### config.mk
export PLATFORM = sky130hd
export DESIGN_NAME = call_register
export DESIGN_NICKNAME = d
export VERILOG_FILES = /design/src/rtl/call_register.sv
export SDC_FILE = /design/constraint.sdc
export NUM_CORES = 1
export LEC_CHECK = 0
export CAP_MARGIN = 20
export CORE_MARGIN = 8
export CORE_UTILIZATION = 38
export DETAILED_ROUTE_END_ITERATION = 8
export SLEW_MARGIN = 10
export SYNTH_ARGS = -nofsm -noshare
export SYNTH_HDL_FRONTEND = slang
export SYNTH_SLANG_ARGS = --single-unit
### constraint.sdc
create_clock -name clk -period 11 [get_ports clk]
set_input_delay 1.1 -clock clk [delete_from_list [all_inputs] [get_ports clk]]
set_output_delay 1.1 -clock clk [all_outputs]
set_load 0.02 [all_outputs]
### src/rtl/call_register.sv
// rtl/call_register.sv - debounced call latch for in-car and hall buttons
// Raw buttons are synchronized, debounced, and rising edges latch pending calls.
module call_register #(
   parameter int FLOORS   = 8,
   parameter int DEBOUNCE = 4
) (
   input  logic                             clk,
   input  logic                             reset,
   input  logic [FLOORS-1:0]                btn_in,
   input  logic [FLOORS-1:0]                btn_up_out,
   input  logic [FLOORS-1:0]                btn_down_out,
   input  logic [FLOORS-1:0]                inactivate_in_levels,
   input  logic [FLOORS-1:0]                inactivate_out_up_levels,
   input  logic [FLOORS-1:0]                inactivate_out_down_levels,
   input  logic [$clog2(FLOORS)-1:0]        cur_floor,
   output logic [FLOORS-1:0]                active_in_levels,
   output logic [FLOORS-1:0]                active_out_up_levels,
   output logic [FLOORS-1:0]                active_out_down_levels,
   output logic                             req_above,
   output logic                             req_here,
   output logic                             req_below,
   output logic [$clog2(3*FLOORS+1)-1:0]    pending_cnt,
   output logic                             new_req
);

   localparam int N    = 3 * FLOORS;
   localparam int CW   = $clog2(DEBOUNCE + 1);
   localparam int PCW  = $clog2(3 * FLOORS + 1);
   localparam logic [CW-1:0] CNT_LAST = CW'(DEBOUNCE - 1);
   localparam logic [N-1:0]  ONE      = N'(1);
   // Top-floor up and ground-floor down calls are meaningless; their debouncers still run.
   localparam logic [N-1:0]  SET_ALLOW = ~((ONE << (2*FLOORS-1)) | (ONE << (2*FLOORS)));

   logic [N-1:0]          raw, inact;
   logic [N-1:0]          sync1_q, sync2_q;
   logic [N-1:0]          stable_q, stable_d;
   logic [N-1:0][CW-1:0]  cnt_q, cnt_d;
   logic [N-1:0]          active_q, active_d;
   logic [N-1:0]          rise;
   logic                  new_req_q, new_req_d;
   logic [FLOORS-1:0]     level_any;
   logic [31:0]           floor_ext;
   logic                  in_range;
   logic                  above_any, here_any, below_any;
   logic [PCW-1:0]        popcnt;

   assign raw   = {btn_down_out, btn_up_out, btn_in};
   assign inact = {inactivate_out_down_levels, inactivate_out_up_levels, inactivate_in_levels};

   always_comb begin
      stable_d = stable_q;
      cnt_d    = '0;
      rise     = '0;
      for (int i = 0; i < N; i++) begin
         if (sync2_q[i] != stable_q[i]) begin
            if (cnt_q[i] == CNT_LAST) begin
               stable_d[i] = sync2_q[i];
               rise[i]     = sync2_q[i];
            end else begin
               cnt_d[i] = cnt_q[i] + CW'(1);
            end
         end
      end
      // A set on the same edge as a clear wins.
      active_d  = (rise & SET_ALLOW) | (active_q & ~inact);
      new_req_d = |(active_d & ~active_q);
   end

   always_ff @(posedge clk) begin
      if (reset) begin
         sync1_q   <= '0;
         sync2_q   <= '0;
         stable_q  <= '0;
         cnt_q     <= '0;
         active_q  <= '0;
         new_req_q <= 1'b0;
      end else begin
         sync1_q   <= raw;
         sync2_q   <= sync1_q;
         stable_q  <= stable_d;
         cnt_q     <= cnt_d;
         active_q  <= active_d;
         new_req_q <= new_req_d;
      end
   end

   assign active_in_levels       = active_q[FLOORS-1:0];
   assign active_out_up_levels   = active_q[2*FLOORS-1:FLOORS];
   assign active_out_down_levels = active_q[3*FLOORS-1:2*FLOORS];
   assign new_req                = new_req_q;

   always_comb begin
      popcnt = '0;
      for (int i = 0; i < N; i++) begin
         popcnt = popcnt + PCW'(active_q[i]);
      end
   end
   assign pending_cnt = popcnt;

   assign level_any = active_in_levels | active_out_up_levels | active_out_down_levels;
   assign floor_ext = 32'(cur_floor);
   assign in_range  = floor_ext < 32'(FLOORS);

   always_comb begin
      above_any = 1'b0;
      here_any  = 1'b0;
      below_any = 1'b0;
      for (int i = 0; i < FLOORS; i++) begin
         if (32'(i) > floor_ext)  above_any = above_any | level_any[i];
         if (32'(i) == floor_ext) here_any  = here_any  | level_any[i];
         if (32'(i) < floor_ext)  below_any = below_any | level_any[i];
      end
   end

   assign req_above = in_range & above_any;
   assign req_here  = in_range & here_any;
   assign req_below = in_range & below_any;

endmodule
==> flow_summary_export.csv <==
group,metric,value,unit
run_status,status,"finished clean",
clocking,postCtsSetupBuffers,0,
global_route,grtUsageTotal,13.04,%
logic_synthesis,synth_top_area_share,48.77,%
clocking,cts_buffer_depth,2,
logic_synthesis,synth_nets,760,
clocking,cts_hold_buffers,0,
die,die_w,146.2,µm
power_and_ir_drop,power.leakage,3.127,nW
worst_setup_path,cp_common_cell,"fa_1",
clocking,path_clk_slew,60,ps
worst_setup_path,startpoint_type,"flip-flop",
cells_and_area,n_antenna_cell,0,
placement,hpwlAfterDp,10030,µm
timing,rsz0062_at_grt,"no",
routing,vias_per_cell,4.634,
global_route,grt_pass1_vias,4560,
clocking,clock_latency,430,ps
logic_synthesis,yosysMostFrequentCell,"dfxtp_1",
logic_synthesis,yosys_warnings,0,
die,io_pins,86,
worst_setup_path,crit_buf_inv,4,
logic_synthesis,synth-seq-cells,157,
worst_setup_path,path_class,"reg -> out",
logic_synthesis,synthTopCellsByArea,"dfxtp_1 (49%), ha_1 (9.7%), fa_1 (5.3%)",
timing,setup_ws,4848,ps
worst_setup_path,cpPeakStageDelay,670,ps
worst_hold_path,hold_path_class,"reg -> reg",
clocking,ctsHtreeMaxLevel,4,
clocking,cts_tree,"done",
cells_and_area,syn_to_final_growth,25.41,%
logic_synthesis,synthArstFlopShare,0,%
logic_synthesis,ys_top_cells_by_count,"dfxtp_1 (157), nor2_1 (90), inv_1 (78)",
logic_synthesis,yosys_most_used_dff,"dfxtp_1",
timing,hold_ws,415.5,ps
routing,drt-pass1-iter-count,4,
timing,slew_headroom,34.87,%
die,rows,47,
clocking,cts-root-buf,"clkbuf_16",
routing,drt_wl_total,13150,µm
clocking,cts_num_sinks,157,
logic_synthesis,yosysTopAreaCell,"dfxtp_1",
die,core,16580,µm²
logic_synthesis,ys_types,34,
timing,finalMaxSlewViolations,0,
logic_synthesis,syn_area_per_cell,10.07,µm²
logic_synthesis,ys_seq_area_share,48.77,%
worst_setup_path,arrival,5050,ps
power_and_ir_drop,power.density,150.5,nW/µm²
timing,hold_violations,0,
logic_synthesis,synthCells,640,
routing,drc_errors,0,
placement,place.gp.congestion,0.7621,
cells_and_area,drive_above_1_share,5.128,%
placement,dp_slack,5307,ps
clocking,cts_resized,0,
logic_synthesis,synth-edff-count,0,
worst_setup_path,required,9900,ps
cells_and_area,fin_nets,849,
worst_setup_path,end_kind,"output port",
global_route,grt_max_degree,99,
global_route,antenna_found_initial,0,
worst_setup_path,critPathTopFamily,"adder cells",
timing,fmax,162.6,MHz
power_and_ir_drop,peakVddDrop,0.1099,mV
die,die_area,21380,µm²
timing,period_needed,6152,ps
die,die_y,146.2,µm
routing,route.antenna.remaining_nets,0,
global_route,grt_overflow,0,
logic_synthesis,syn_area,6445,µm²
routing,drt_first_iter_violations,148,
placement,portBuffers,83,
run,max_cap_violations,0,
routing,wl_per_cell,13.69,µm
routing,via_count,4453,
clocking,cts_buffers,17,
die,initial_core_util,38.86,%
timing,skew,7.105,ps
worst_setup_path,crit_fanout,5,
timing,period_share,55.92,%
global_route,grt_first_pass_wirelength,21980,µm
worst_setup_path,slowest_stage,"clkdlybuf4s50_1",
timing,totalNegativeSetupSlack,0,ps
worst_setup_path,cp_cell_sequence,"fa_1 > inv_1 > fa_1 > fa_1 > fa_1 > fa_1 > inv_1 > ha_1 > inv_1 > fa_1 > xnor2_1 > clkdlybuf4s50_1",
timing,worst_slew_pin_slew,976.9,ps
timing,setup_viol,0,
-- state kept, by name (all words and copies together) (netlist names) --
signal,flops
sync2_q,22
cnt_q,66
stable_q,22
new_req,1
sync1_q,22
active_q,24
-- stage by stage --
step | cell area, µm² | instances | power, W | util, %
after floorplan | 6445 | 640 | 0.0006158 | -
after detailed placement | 7485 | 930 | 0.0006380 | 45.13
final | 8083 | 961 | 0.001217 | 48.74
after global placement | 7485 | 930 | 0.0006364 | 45.13
after CTS | 8083 | 961 | 0.001233 | 48.74
after global routing | 8083 | 961 | 0.001263 | 48.74
-- metal layers --
metal / routed length (µm) / up-vias / GRT usage [%]
met2: 6139 / 95 / 21.27
met4: 261 / 0 / 5.410
met5: 0 / - / 0
met3: 659 / 25 / 4.326
met1: 6093 / 2083 / 15.49
li1: - / 2250 / -
-- final timing paths --
path,from,end,slack [ps],cells past startpoint
worst max-delay path,active_q[5],pending_cnt[2],4850,12
worst min-delay path,cnt_q[66],cnt_q[66],420,1
worst max register to register,cnt_q[39],new_req,9380,6
worst min register to register,cnt_q[66],cnt_q[66],420,1
-- kinds of logic (layout without fill, tap and decap cells) --
logic type | after synthesis | count (layout) | synth area share (%)
AO/OA/AOI/OAI | 50 | 50 | 4.368
buffers and inverters | 92 | 193 | 5.649
multiplexers | 23 | 23 | 3.960
XOR/XNOR | 24 | 24 | 3.261
adder cells (fa/ha/maj) | 67 | 67 | 14.99
flip-flops | 157 | 157 | 48.77
AND/OR/NAND/NOR | 227 | 227 | 19.01
-- layout make-up --
class	count	area (µm²)
timing repair buffer	84	835.8
fill	1559	8501
tap	220	275.3
inverter	78	292.8
sequential	157	3143
clock inverter	11	141.4
multi-input combinational	391	2938
clock buffer	20	456.7
-- cells in the final DEF, fill, tap and decap left out, types with 3 or more instances in the layout --
master           instances
nand2b_1                19
clkinvlp_4               3
or3_1                   22
fa_1                    17
or2b_1                   3
inv_1                   78
clkdlybuf4s50_1         82
nor2b_1                 46
clkinv_2                 4
o22ai_1                 11
nor2_1                  90
ha_1                    50
xnor2_1                 24
a21oi_1                 27
nor3_1                   8
o21ai_0                  4
nand3b_1                19
nand4bb_1                3
bufinv_16                3
nand2_1                  7
nor3_2                   4
clkbuf_16               17
dfxtp_1                157
mux2i_1                 21
-- worst register-to-register path, stage by stage (launching register included) --
cell	delay, ps
dfxtp_1	310
ha_1	190
ha_1	230
nand4bb_1	170
o2111ai_1	160
nor3_1	270
a31oi_1	120
-- report_power, final --
part | switching, W | leakage (nW) | internal (W)
Sequential | 0.00000515 | 1.28 | 0.000579
Clock | 0.000226 | 0.288 | 0.000366
Combinational | 0.0000156 | 1.56 | 0.0000254
Total | 0.000246 | 3.13 | 0.000970
Power figures use the tool's default switching activity.
